`src/rtl/mul_div_unit.sv`:
```
// Multi-cycle unsigned multiply/divide unit beside the execute-stage ALU.
// MUL is shift-add (LSB first), DIV is restoring division (MSB first), one bit per cycle.
module mul_div_unit #(
  parameter int WIDTH = 32
) (
  input  logic             clk,
  input  logic             rst,
  input  logic             start,
  input  logic [3:0]       alu_cnt,
  input  logic [WIDTH-1:0] a,
  input  logic [WIDTH-1:0] b,
  output logic             busy,
  output logic             done,
  output logic [WIDTH-1:0] hi,
  output logic [WIDTH-1:0] lo,
  output logic             div_by_zero
);

  localparam logic [3:0] OP_MUL = 4'b1000;
  localparam logic [3:0] OP_DIV = 4'b1001;
  localparam int         CW     = (WIDTH > 1) ? $clog2(WIDTH) : 1;

  typedef enum logic [1:0] {
    S_IDLE,
    S_MUL,
    S_DIV,
    S_DONE
  } state_t;

  state_t             state;
  logic [CW-1:0]      cnt;
  // Multiplicand for MUL, divisor for DIV: only one of them is needed per operation.
  logic [WIDTH-1:0]   operand_q;
  logic [2*WIDTH-1:0] prod_q;
  logic [WIDTH-1:0]   rem_q;
  logic [WIDTH-1:0]   quot_q;

  logic               accept;
  logic               last_iter;
  logic [WIDTH:0]     mul_sum;
  logic [2*WIDTH-1:0] prod_next;
  logic [WIDTH:0]     rem_shift;
  logic [WIDTH:0]     rem_diff;
  logic               div_ge;
  logic [WIDTH-1:0]   rem_next;
  logic [WIDTH-1:0]   quot_next;

  assign busy = (state == S_MUL) || (state == S_DIV);
  assign done = (state == S_DONE);

  assign accept    = start && ((state == S_IDLE) || (state == S_DONE)) &&
                     ((alu_cnt == OP_MUL) || (alu_cnt == OP_DIV));
  assign last_iter = (cnt == CW'(WIDTH - 1));

  always_comb begin
    // NOTE: every signal driven here gets a value on every path, so no latch is inferred.
    mul_sum   = '0;
    prod_next = '0;
    rem_shift = '0;
    rem_diff  = '0;
    div_ge    = 1'b0;
    rem_next  = '0;
    quot_next = '0;

    // Upper half plus multiplicand keeps its carry in bit WIDTH, which shifts into the top.
    mul_sum   = {1'b0, prod_q[2*WIDTH-1:WIDTH]} + (prod_q[0] ? {1'b0, operand_q} : '0);
    prod_next = {mul_sum, prod_q[WIDTH-1:1]};

    // Trial subtraction; a set sign bit means the shifted remainder was below the divisor.
    rem_shift = {rem_q, quot_q[WIDTH-1]};
    rem_diff  = rem_shift - {1'b0, operand_q};
    div_ge    = ~rem_diff[WIDTH];
    rem_next  = div_ge ? rem_diff[WIDTH-1:0] : rem_shift[WIDTH-1:0];
    quot_next = {quot_q[WIDTH-2:0], div_ge};
  end

  always_ff @(posedge clk or posedge rst) begin
    if (rst) begin
      state       <= S_IDLE;
      cnt         <= '0;
      operand_q   <= '0;
      prod_q      <= '0;
      rem_q       <= '0;
      quot_q      <= '0;
      hi          <= '0;
      lo          <= '0;
      div_by_zero <= 1'b0;
    end else begin
      // NOTE: non-blocking assignments so every register samples pre-edge values.
      case (state)
        S_IDLE, S_DONE: begin
          if (accept) begin
            cnt <= '0;
            if (alu_cnt == OP_MUL) begin
              operand_q <= a;
              prod_q    <= {{WIDTH{1'b0}}, b};
              state     <= S_MUL;
            end else if (b == '0) begin
              hi          <= a;
              lo          <= '1;
              div_by_zero <= 1'b1;
              state       <= S_DONE;
            end else begin
              operand_q <= b;
              rem_q     <= '0;
              quot_q    <= a;
              state     <= S_DIV;
            end
          end else begin
            state <= S_IDLE;
          end
        end

        S_MUL: begin
          prod_q <= prod_next;
          cnt    <= cnt + CW'(1);
          if (last_iter) begin
            hi          <= prod_next[2*WIDTH-1:WIDTH];
            lo          <= prod_next[WIDTH-1:0];
            div_by_zero <= 1'b0;
            state       <= S_DONE;
          end
        end

        S_DIV: begin
          rem_q  <= rem_next;
          quot_q <= quot_next;
          cnt    <= cnt + CW'(1);
          if (last_iter) begin
            hi          <= rem_next;
            lo          <= quot_next;
            div_by_zero <= 1'b0;
            state       <= S_DONE;
          end
        end

        default: state <= S_IDLE;
      endcase
    end
  end

endmodule

```
`config.mk`:
```
export PLATFORM = sky130hd
export DESIGN_NAME = mul_div_unit
export DESIGN_NICKNAME = d
export VERILOG_FILES = /design/src/rtl/mul_div_unit.sv
export SDC_FILE = /design/constraint.sdc
export NUM_CORES = 1
export LEC_CHECK = 0
export ABC_CLOCK_PERIOD_IN_PS = 10500
export BUFFER_PORTS_ARGS = -buffer_cell sky130_fd_sc_hd__buf_2
export CORE_ASPECT_RATIO = 0.9
export CORE_MARGIN = 3
export CORE_UTILIZATION = 55
export DETAILED_ROUTE_END_ITERATION = 10
export GPL_TIMING_DRIVEN = 0
export PLACE_DENSITY = 0.84
export REMOVE_ABC_BUFFERS = 1
export SLEW_MARGIN = 20
export SYNTH_ARGS = -nofsm -noshare
export SYNTH_HDL_FRONTEND = slang
export SYNTH_SLANG_ARGS = --single-unit
```
`constraint.sdc`:
```
create_clock -name clk -period 10.5 [get_ports clk]
set_clock_uncertainty 0.1 [all_clocks]
set_input_delay 3.15 -clock clk [delete_from_list [all_inputs] [get_ports clk]]
set_output_delay 3.15 -clock clk [all_outputs]
set_load 0.01 [all_outputs]
```
; After elaboration in Yosys (flattened, before gate mapping)
; Index checks and enable logic that the tools add are counted.
[totals]
regBits = 232
in_bits = 71
elab_cells = 83
[classes]
addsub = 3
eq_ne = 15
mux = 39
bitwise_logic = 1
n_reduce_logical = 16
[ops]
columns = cell, n
row1 = $mux W32, 20
row2 = $pmux W32 S3, 2
row3 = $mux W64, 2
row4 = $pmux W32 S2, 2
row5 = $pmux W64 S2, 1
row6 = $add A32 B32 Y33, 1
row7 = $sub A33 B32 Y33, 1
row8 = $logic_not A32 Y1, 1
row9 = $ne A2 B2 Y1 const B, 8
row10 = $pmux W5 S2, 1
row11 = $eq A4 B4 Y1 const B, 2
row12 = $reduce_and A4 Y1, 2
row13 = $mux W2, 3
row14 = $reduce_and A3 Y1, 2
row15 = $add A5 B1 Y5 const B, 1
row16 = $eq A5 B5 Y1 const B, 1
row17 = $mux W1, 5
row18 = $mux W5, 1
row19 = $reduce_and A5 Y1, 1
row20 = $eq A2 B2 Y1 const B, 2
row21 = $pmux W2 S2, 1
row22 = $reduce_bool A2 Y1, 2
row23 = $reduce_or A2 Y1, 2
row24 = $logic_or A1 B1 Y1, 3
row25 = other kinds (6), 7

; Logic depth before layout (Yosys ltp)
; Gate-level depths: netlist of the first run.
[logic_depth]
ltp_word = 6
mapped_depth = 16
depth_no_buf = 14

; Least setup slack after synthesis of the first run
; OpenSTA, ideal clock, no wires.
[synth_timing]
path_type = input to register
from = input b[6]
to = register hi[20]
setup_time_ps = 76
t_arrival_ps = 4993
t_required_ps = 10324
path_slack_ps = 5331
cell_stages = 9
n_path_buf = 2
path_cell_list = nor4_1 nand4_1 or3_1 o21ai_0 o21a_1 clkbuf_1 clkbuf_1 o21ai_0 o21ai_1
[synth_between]
elab_chain_len = 3
[synth_lines]
columns = element, line_no
row1 = "start, declared", 11  ; input logic [WIDTH-1:0] b,
row2 = $logic_not A32 Y1, 98  ; end else if (b == '0) begin
row3 = $ne A2 B2 Y1 (no line), -
row4 = $reduce_and A5 Y1 (no line), -
row5 = "end signal, assigned", 118  ; hi <= prod_next[2*WIDTH-1:WIDTH];
row6 = "end signal, assigned", 130  ; hi <= rem_next;
row7 = "end, declared", 14  ; output logic [WIDTH-1:0] hi,
; Every way passes these cells.
; A chain may end at the register's enable or synchronous reset.

; Worst setup path in the final report of the first run
[layout_timing]
from = input b[14]
to = register hi[28]
; The elaborated chain is that of the path after synthesis.

==> impl_metrics.yaml, run 1 <==
power:
  vdd_drop_max_v: 0.000162
  p_switching_w: 0.00167
  clockPowerShare_pct: 22.7
  pwr-share-comb_pct: 40.5
  power.density_nw_per_um2: 249
  power_leakage_nw: 7.44
  internal_power_w: 0.00243
  switching_share_pct: 40.6
  pwr-share-seq_pct: 36.8
  total_power_w: 0.00410
synthesis:
  yosysWarnings: 0
  synth_top_area_share_pct: 40.7
  yosys_register_bits: 232
  netlist-cell-type-count: 67
  synth.area.mux_share_pct: 8.92
  yosys.area_share.adder_pct: 6.33
  synth_top_area_cell: "dfrtp_1"
  synth-seq-area-share_pct: 40.7
  synth_ff_type: "dfrtp_1"
  postSynthCellCount: 1617
  synth_top_family_by_area: "compound AO/OA/AOI/OAI gates"
  synth_edf_count: 0
  synth_area_leaders: "dfrtp_1 (41%), o21ai_0 (8.0%), nand2_1 (6.9%)"
  syn_area_sq_um: 14300
  synth_xor_xnor_area_share_pct: 3.62
  synth-simple-area-share_pct: 14.7
  async_flop_share_pct: 100
  syn_avg_cell_area_sq_um: 8.82
  synth-compound-area-share_pct: 21.3
placed_design:
  place_hpwl_um: 30500
  port_buffers: 137
  place_area_sq_um: 15600
  place_inst: 2012
  gp_congestion: 0.959
worst_setup_path:
  cp-end-kind: "flop"
  cp_cell_sequence: "buf_2 -> nor4_1 -> nand4_1 -> or3_1 -> o21ai_0 -> o21ai_4 -> nor2_4 -> inv_1 -> o221a_2"
  arrival_ps: 6330
  critPathBufInv: 2
  cp.required_ps: 10820
  slowest_stage: "nor2_4"
  path_depth: 9
  crit_family: "simple AND/OR/NAND/NOR gates"
  cp_slowest_stage_delay_ps: 620
  startpoint_type: "primary input"
  reg2reg_depth: 13
  crit_fanout: 23
  crit_type: "primary input to flop"
clock_network:
  post_cts_resized: 0
  cts_buffers: 26
  cts_max_path_buffers: 3
  path_clk_slew_ps: 60
  cts_setup_buffers: 0
  insertion_delay_ps: 540
  h-tree-depth: 1
  cts.sinks: 232
  cts_root_buf: "clkbuf_16"
  cts_tree: "yes"
  hold_buffers: 0
cells_and_area:
  seq_area_sq_um: 5810
  final_cell_mix: "nand2_1 (260), dfrtp_1 (232), o21ai_0 (227), buf_2 (137), mux2i_1 (96)"
  drive_above_1_share_pct: 14.8
  final_nets: 1840
  area_growth_pct: 15.4
  stdcell_count: 2060
  final_common_cell: "nand2_1"
  fillers: 1959
  final_cell_area_sq_um: 16500
  multi_input_area_sq_um: 7930
global_route:
  grt_max_degree: 94
  antenna_found_initial: 1
  grt_pass1_wl_um: 68700
  grt_usage_pct: 29.9
  grt_pass1_vias: 12980
  overflow: 0
route:
  num_vias: 13131
  drt_iter0_markers: 1384
  avgRoutedWirePerCell_um: 20.6
  drtAntennaViolNets: 0
  via_per_inst: 6.37
  route.detailed.drc: 0
  drt_first_pass_iters: 6
  wl_um: 42500
die:
  start_util_pct: 56.3
  ios: 138
  fp.dieH_um: 159
  coreArea_sq_um: 25300
  core.rowCount: 55
  die_w_um: 176
  die_area_sq_um: 27900
timing:
  slew_violations: 0
  final_hold_viol_count: 0
  slew_headroom_pct: 26.4
  period_share_pct: 57.3
  setup_tns_ps: 0
  period_minus_slack_ps: 6010
  worst_pin_slew_ps: 1100
  max_freq_mhz: 166
  setup_viol: 0
  rsz0062_at_grt: "no"
min_path:
  holdPathStages: 2
  hold_path.class: "flop to flop"
job:
  drv_cap: 0
status:
  outcome: "completed"
-- power groups by stage --
stage / clock network [W] / registers, W / logic, W
after global routing: 0.000966 / 0.00154 / 0.00182
after detailed placement: 0 / 0.00150 / 0.00162
after global placement: 0 / 0.00149 / 0.00148
after CTS: 0.000932 / 0.00149 / 0.00164
final: 0.000931 / 0.00151 / 0.00166
after floorplan: 0 / 0.00147 / 0.00101
-- routing by layer --
layer	vias to the layer above	GRT usage, %	wire length, um
met3	128	5.26	3890
met4	0	10.5	1380
met2	715	45.3	19000
met1	6351	43.2	18200
li1	5937	-	-
met5	-	0	0
-- worst paths after layout --
check	to	start	slack, ps
max	hi[28]	b[14]	4490
min	lo[8]	lo[8]	370
max reg2reg	hi[23]	prod_q[0]	5780
min reg2reg	lo[8]	lo[8]	370
max in group asynchronous	quot_q[22]	rst	6530
min in group asynchronous	prod_q[10]	rst	2550
-- stage by stage --
| stage | worst slack, ps | utilization [%] | hold WS [ps] |
|---|---|---|---|
| 4_1_cts | 4580 | 65.0 | 379 |
| 2_1_floorplan | 889 | - | 345 |
| 5_1_grt | 4420 | 65.0 | 411 |
| 3_5_place_dp | 4050 | 61.6 | 365 |
| 3_3_place_gp | -3090 | 59.1 | 360 |
| 6_report | 4490 | 65.0 | 373 |
-- synth_stat cells, types with 11 or more instances --
| cell | n |
|---|---|
| a21o_1 | 29 |
| a21oi_1 | 96 |
| a221oi_1 | 32 |
| a31oi_1 | 31 |
| a41oi_1 | 11 |
| and2_1 | 32 |
| buf_1 | 14 |
| clkbuf_1 | 87 |
| dfrtp_1 | 232 |
| ha_1 | 69 |
| inv_1 | 56 |
| mux2_2 | 25 |
| mux2i_1 | 96 |
| nand2_1 | 261 |
| nand3_1 | 19 |
| nand4_1 | 12 |
| nor2_1 | 71 |
| o21ai_0 | 227 |
| or3_1 | 33 |
| xnor2_1 | 39 |
| xor2_1 | 20 |
-- cells by family after synthesis --
kind of cell             Yosys count
XOR/XNOR                          59
multiplexers                     123
AND/OR/NAND/NOR                  471
flip-flops                       232
adder cells (fa/ha/maj)           71
AO/OA/AOI/OAI                    499
buffers and inverters            162
-- worst register-to-register path: cells and delay by family (launching register included) --
family	cells	cell delay (ps)
xor+xnor	1	200
compound gates	8	2440
fa+ha+maj	2	480
flops	1	1070
simple gates	2	360
-- flip-flops by register name, summed over array words and instances, names as in the netlist --
name	count
cnt	5
div_by_zero	1
hi	32
lo	32
operand_q	32
prod_q	64
quot_q	32
rem_q	32
state	2
-- layout make-up --
type	instances	share of cell area, %
multi-input cells	1223	48.2
flip-flops and latches	232	35.3
repair buffers	159	7.37
clock buffers	36	4.55
well taps	342	2.60
inverters	56	1.32
clock inverters	11	0.692
diodes	1	0.0152
Note: power is estimated with default switching activity, not from simulation.
==> run 2: changes to the inputs <==
--- a/config.mk
+++ b/config.mk
@@ -5,14 +5,15 @@
 export SDC_FILE = /design/constraint.sdc
 export NUM_CORES = 1
 export LEC_CHECK = 0
-export ABC_CLOCK_PERIOD_IN_PS = 10500
+export ABC_AREA = 1
+export ABC_CLOCK_PERIOD_IN_PS = 5320
 export BUFFER_PORTS_ARGS = -buffer_cell sky130_fd_sc_hd__buf_2
 export CORE_ASPECT_RATIO = 0.9
 export CORE_MARGIN = 3
 export CORE_UTILIZATION = 55
 export DETAILED_ROUTE_END_ITERATION = 10
 export GPL_TIMING_DRIVEN = 0
-export PLACE_DENSITY = 0.84
+export PLACE_DENSITY = 0.86
 export REMOVE_ABC_BUFFERS = 1
 export SLEW_MARGIN = 20
 export SYNTH_ARGS = -nofsm -noshare
==> constraint.sdc (replaced) <==
create_clock -name clk -period 5.32 [get_ports clk]
set_clock_uncertainty 0.1 [all_clocks]
set_input_delay 1.596 -clock clk [delete_from_list [all_inputs] [get_ports clk]]
set_output_delay 1.596 -clock clk [all_outputs]
set_load 0.01 [all_outputs]
==> impl_metrics.yaml, run 2 <==
timing:
  max_freq_mhz: 209
  period_share_pct: 89.9
  slew_headroom_pct: 23.6
  setup_viol: 0
  period_minus_slack_ps: 4780
  worst_pin_slew_ps: 1140
  fin_ws_ps: 537
  final_hold_viol_count: 0
  slew_violations: 0
  rsz0062_at_grt: "no"
placed_design:
  gp_congestion: 0.971
  port_buffers: 137
  pre_cts_slack_ps: 192
  place_hpwl_um: 39800
  place_inst: 2845
clock_network:
  cts.sinks: 232
  hold_buffers: 0
  cts_tree: "yes"
  cts_setup_buffers: 0
  post_cts_resized: 0
  path_clk_slew_ps: 70
  cts_max_path_buffers: 3
  insertion_delay_ps: 550
  h-tree-depth: 1
  cts_root_buf: "clkbuf_16"
  cts_buffers: 27
worst_setup_path:
  r2r_start: "state[0]"
  slowest_stage: "nand2_4"
  cp.required_ps: 5710
  crit_top_cell: "nand2_1"
  cp-end-kind: "flop"
  reg2reg_depth: 10
  crit_fanout: 65
  critPathBufInv: 1
  crit_family: "simple AND/OR/NAND/NOR gates"
  arrival_ps: 5170
  cp_cell_sequence: "buf_2 -> nor4_1 -> nand3_1 -> nor2_2 -> nand2_1 -> nand2_2 -> nand2_4 -> a21oi_1 -> nand2_1 -> nand2_1"
  startpoint_type: "primary input"
  path_depth: 10
  r2r-end: "quot_q[12]"
  rrSetupSlack_ps: 910
  cp_slowest_stage_delay_ps: 650
  crit_type: "primary input to flop"
route:
  route.detailed.drc: 0
  drt_first_pass_iters: 6
  num_vias: 16401
  via_per_inst: 5.67
  drt_iter0_markers: 1790
  drtAntennaViolNets: 0
  wl_um: 53200
  avgRoutedWirePerCell_um: 18.4
cells_and_area:
  drive_above_1_share_pct: 9.19
  largest-register: "prod_q"
  final_nets: 2656
  fin_util_pct: 63.8
  final_cell_mix: "nand2_1 (912), inv_1 (376), dfrtp_1 (231), nor2_1 (147), o21ai_0 (139)"
  diodes: 0
  final_common_cell: "nand2_1"
  area_growth_pct: 13.2
  stdcell_count: 2894
  largest_register_ffs: 64
power:
  vdd_drop_max_v: 0.000629
  power.density_nw_per_um2: 626
  power_leakage_nw: 9.93
status:
  outcome: "completed"
die:
  fp.dieH_um: 167
  start_util_pct: 56.4
  coreArea_sq_um: 28200
  core.rowCount: 58
  die_w_um: 185
  ios: 138
  die_area_sq_um: 30900
synthesis:
  syn_area_sq_um: 15900
  synth_area_leaders: "dfrtp_1 (37%), nand2_1 (22%), inv_1 (9.0%)"
  yosysMostFrequentCell: "nand2_1"
  synth_xor_xnor_area_share_pct: 0.772
  synth_top_area_cell: "dfrtp_1"
  synth_top_area_share_pct: 36.6
  syn_avg_cell_area_sq_um: 6.54
  synth_ff_type: "dfrtp_1"
  synth_top_family_by_area: "simple AND/OR/NAND/NOR gates"
  synth.area.mux_share_pct: 0
  synth-simple-area-share_pct: 30.8
  yosysWarnings: 0
  yosys_register_bits: 232
  yosys-top-cells-count: "nand2_1 (914), inv_1 (381), dfrtp_1 (232)"
  synth-seq-area-share_pct: 36.6
  async_flop_share_pct: 100
  netlist-cell-type-count: 41
  synth_edf_count: 0
  yosys.area_share.adder_pct: 5.69
  postSynthCellCount: 2429
  synth-compound-area-share_pct: 14.4
global_route:
  grt_usage_pct: 33.6
  grt_pass1_wl_um: 83400
  grt_max_degree: 106
  grt_pass1_vias: 15530
  antenna_found_initial: 0
  overflow: 0
min_path:
  holdPathStages: 2
  hold_path.class: "flop to flop"
  whs_endpoint: "hi[10]"
  min_from: "hi[10]"
job:
  drv_cap: 0
[run 2: layout make-up]
cell class,count,area (sq um)
clock buffers,32,734
multi-input cells,1722,8270
fillers,2525,10200
flip-flops and latches,232,5810
inverters,381,1440
repair buffers,150,978
well taps,360,450
clock inverters,17,289
[run 2: worst max path at each step]
stage          startpoint      to  slack (ps)
6_report             b[7]   hi[9]         540
5_1_grt              b[7]  lo[20]         530
4_1_cts              b[7]   hi[9]         730
3_5_place_dp         b[7]  lo[10]         190
3_3_place_gp          rst  hi[20]       -5240
2_1_floorplan         rst  cnt[0]       -2740
[run 2: cell families after synthesis]
family	Yosys count
DFF	232
AOI/OAI and AO/OA	413
adders and majority gates	71
buffers and inverters	475
xor gates and xnor gates	14
and+or+nand+nor	1224
[run 2: per-layer routing]
metal  vias up  part of all wire, %  global-route usage (%)  wire length, um
li1       7817                    -                       -                -
met1      7614                   43                    48.3            22800
met2       827                   45                    52.9            24100
met3       143                  7.8                    3.82             4160
met4         0                  4.0                    11.7             2140
met5         -                    0                       0                0
[run 2: per-stage QoR]
| stage | TNS (ps) | area [sq um] | hold WS [ps] | power [W] |
|---|---|---|---|---|
| global placement | -1760450 | 16600 | 347 | 0.00863 |
| floorplan | -656920 | 15400 | 334 | 0.00688 |
| detailed placement | 0 | 16900 | 361 | 0.00890 |
| global route | 0 | 18000 | 399 | 0.0121 |
| CTS | 0 | 18000 | 378 | 0.0111 |
| finish | 0 | 18000 | 374 | 0.0112 |
[run 2: tightest hold or removal path, cell delays in order (launching register included)]
cell and delay, ps:
dfrtp_1 340, nand2_1 50, nand2_1 50
[run 2: power by group]
part	switching, W	total, W	internal [W]
sequential	0.000489	0.00298	0.00249
combinational	0.00418	0.00611	0.00193
clock	0.000826	0.00216	0.00133
total	0.00549	0.0112	0.00576
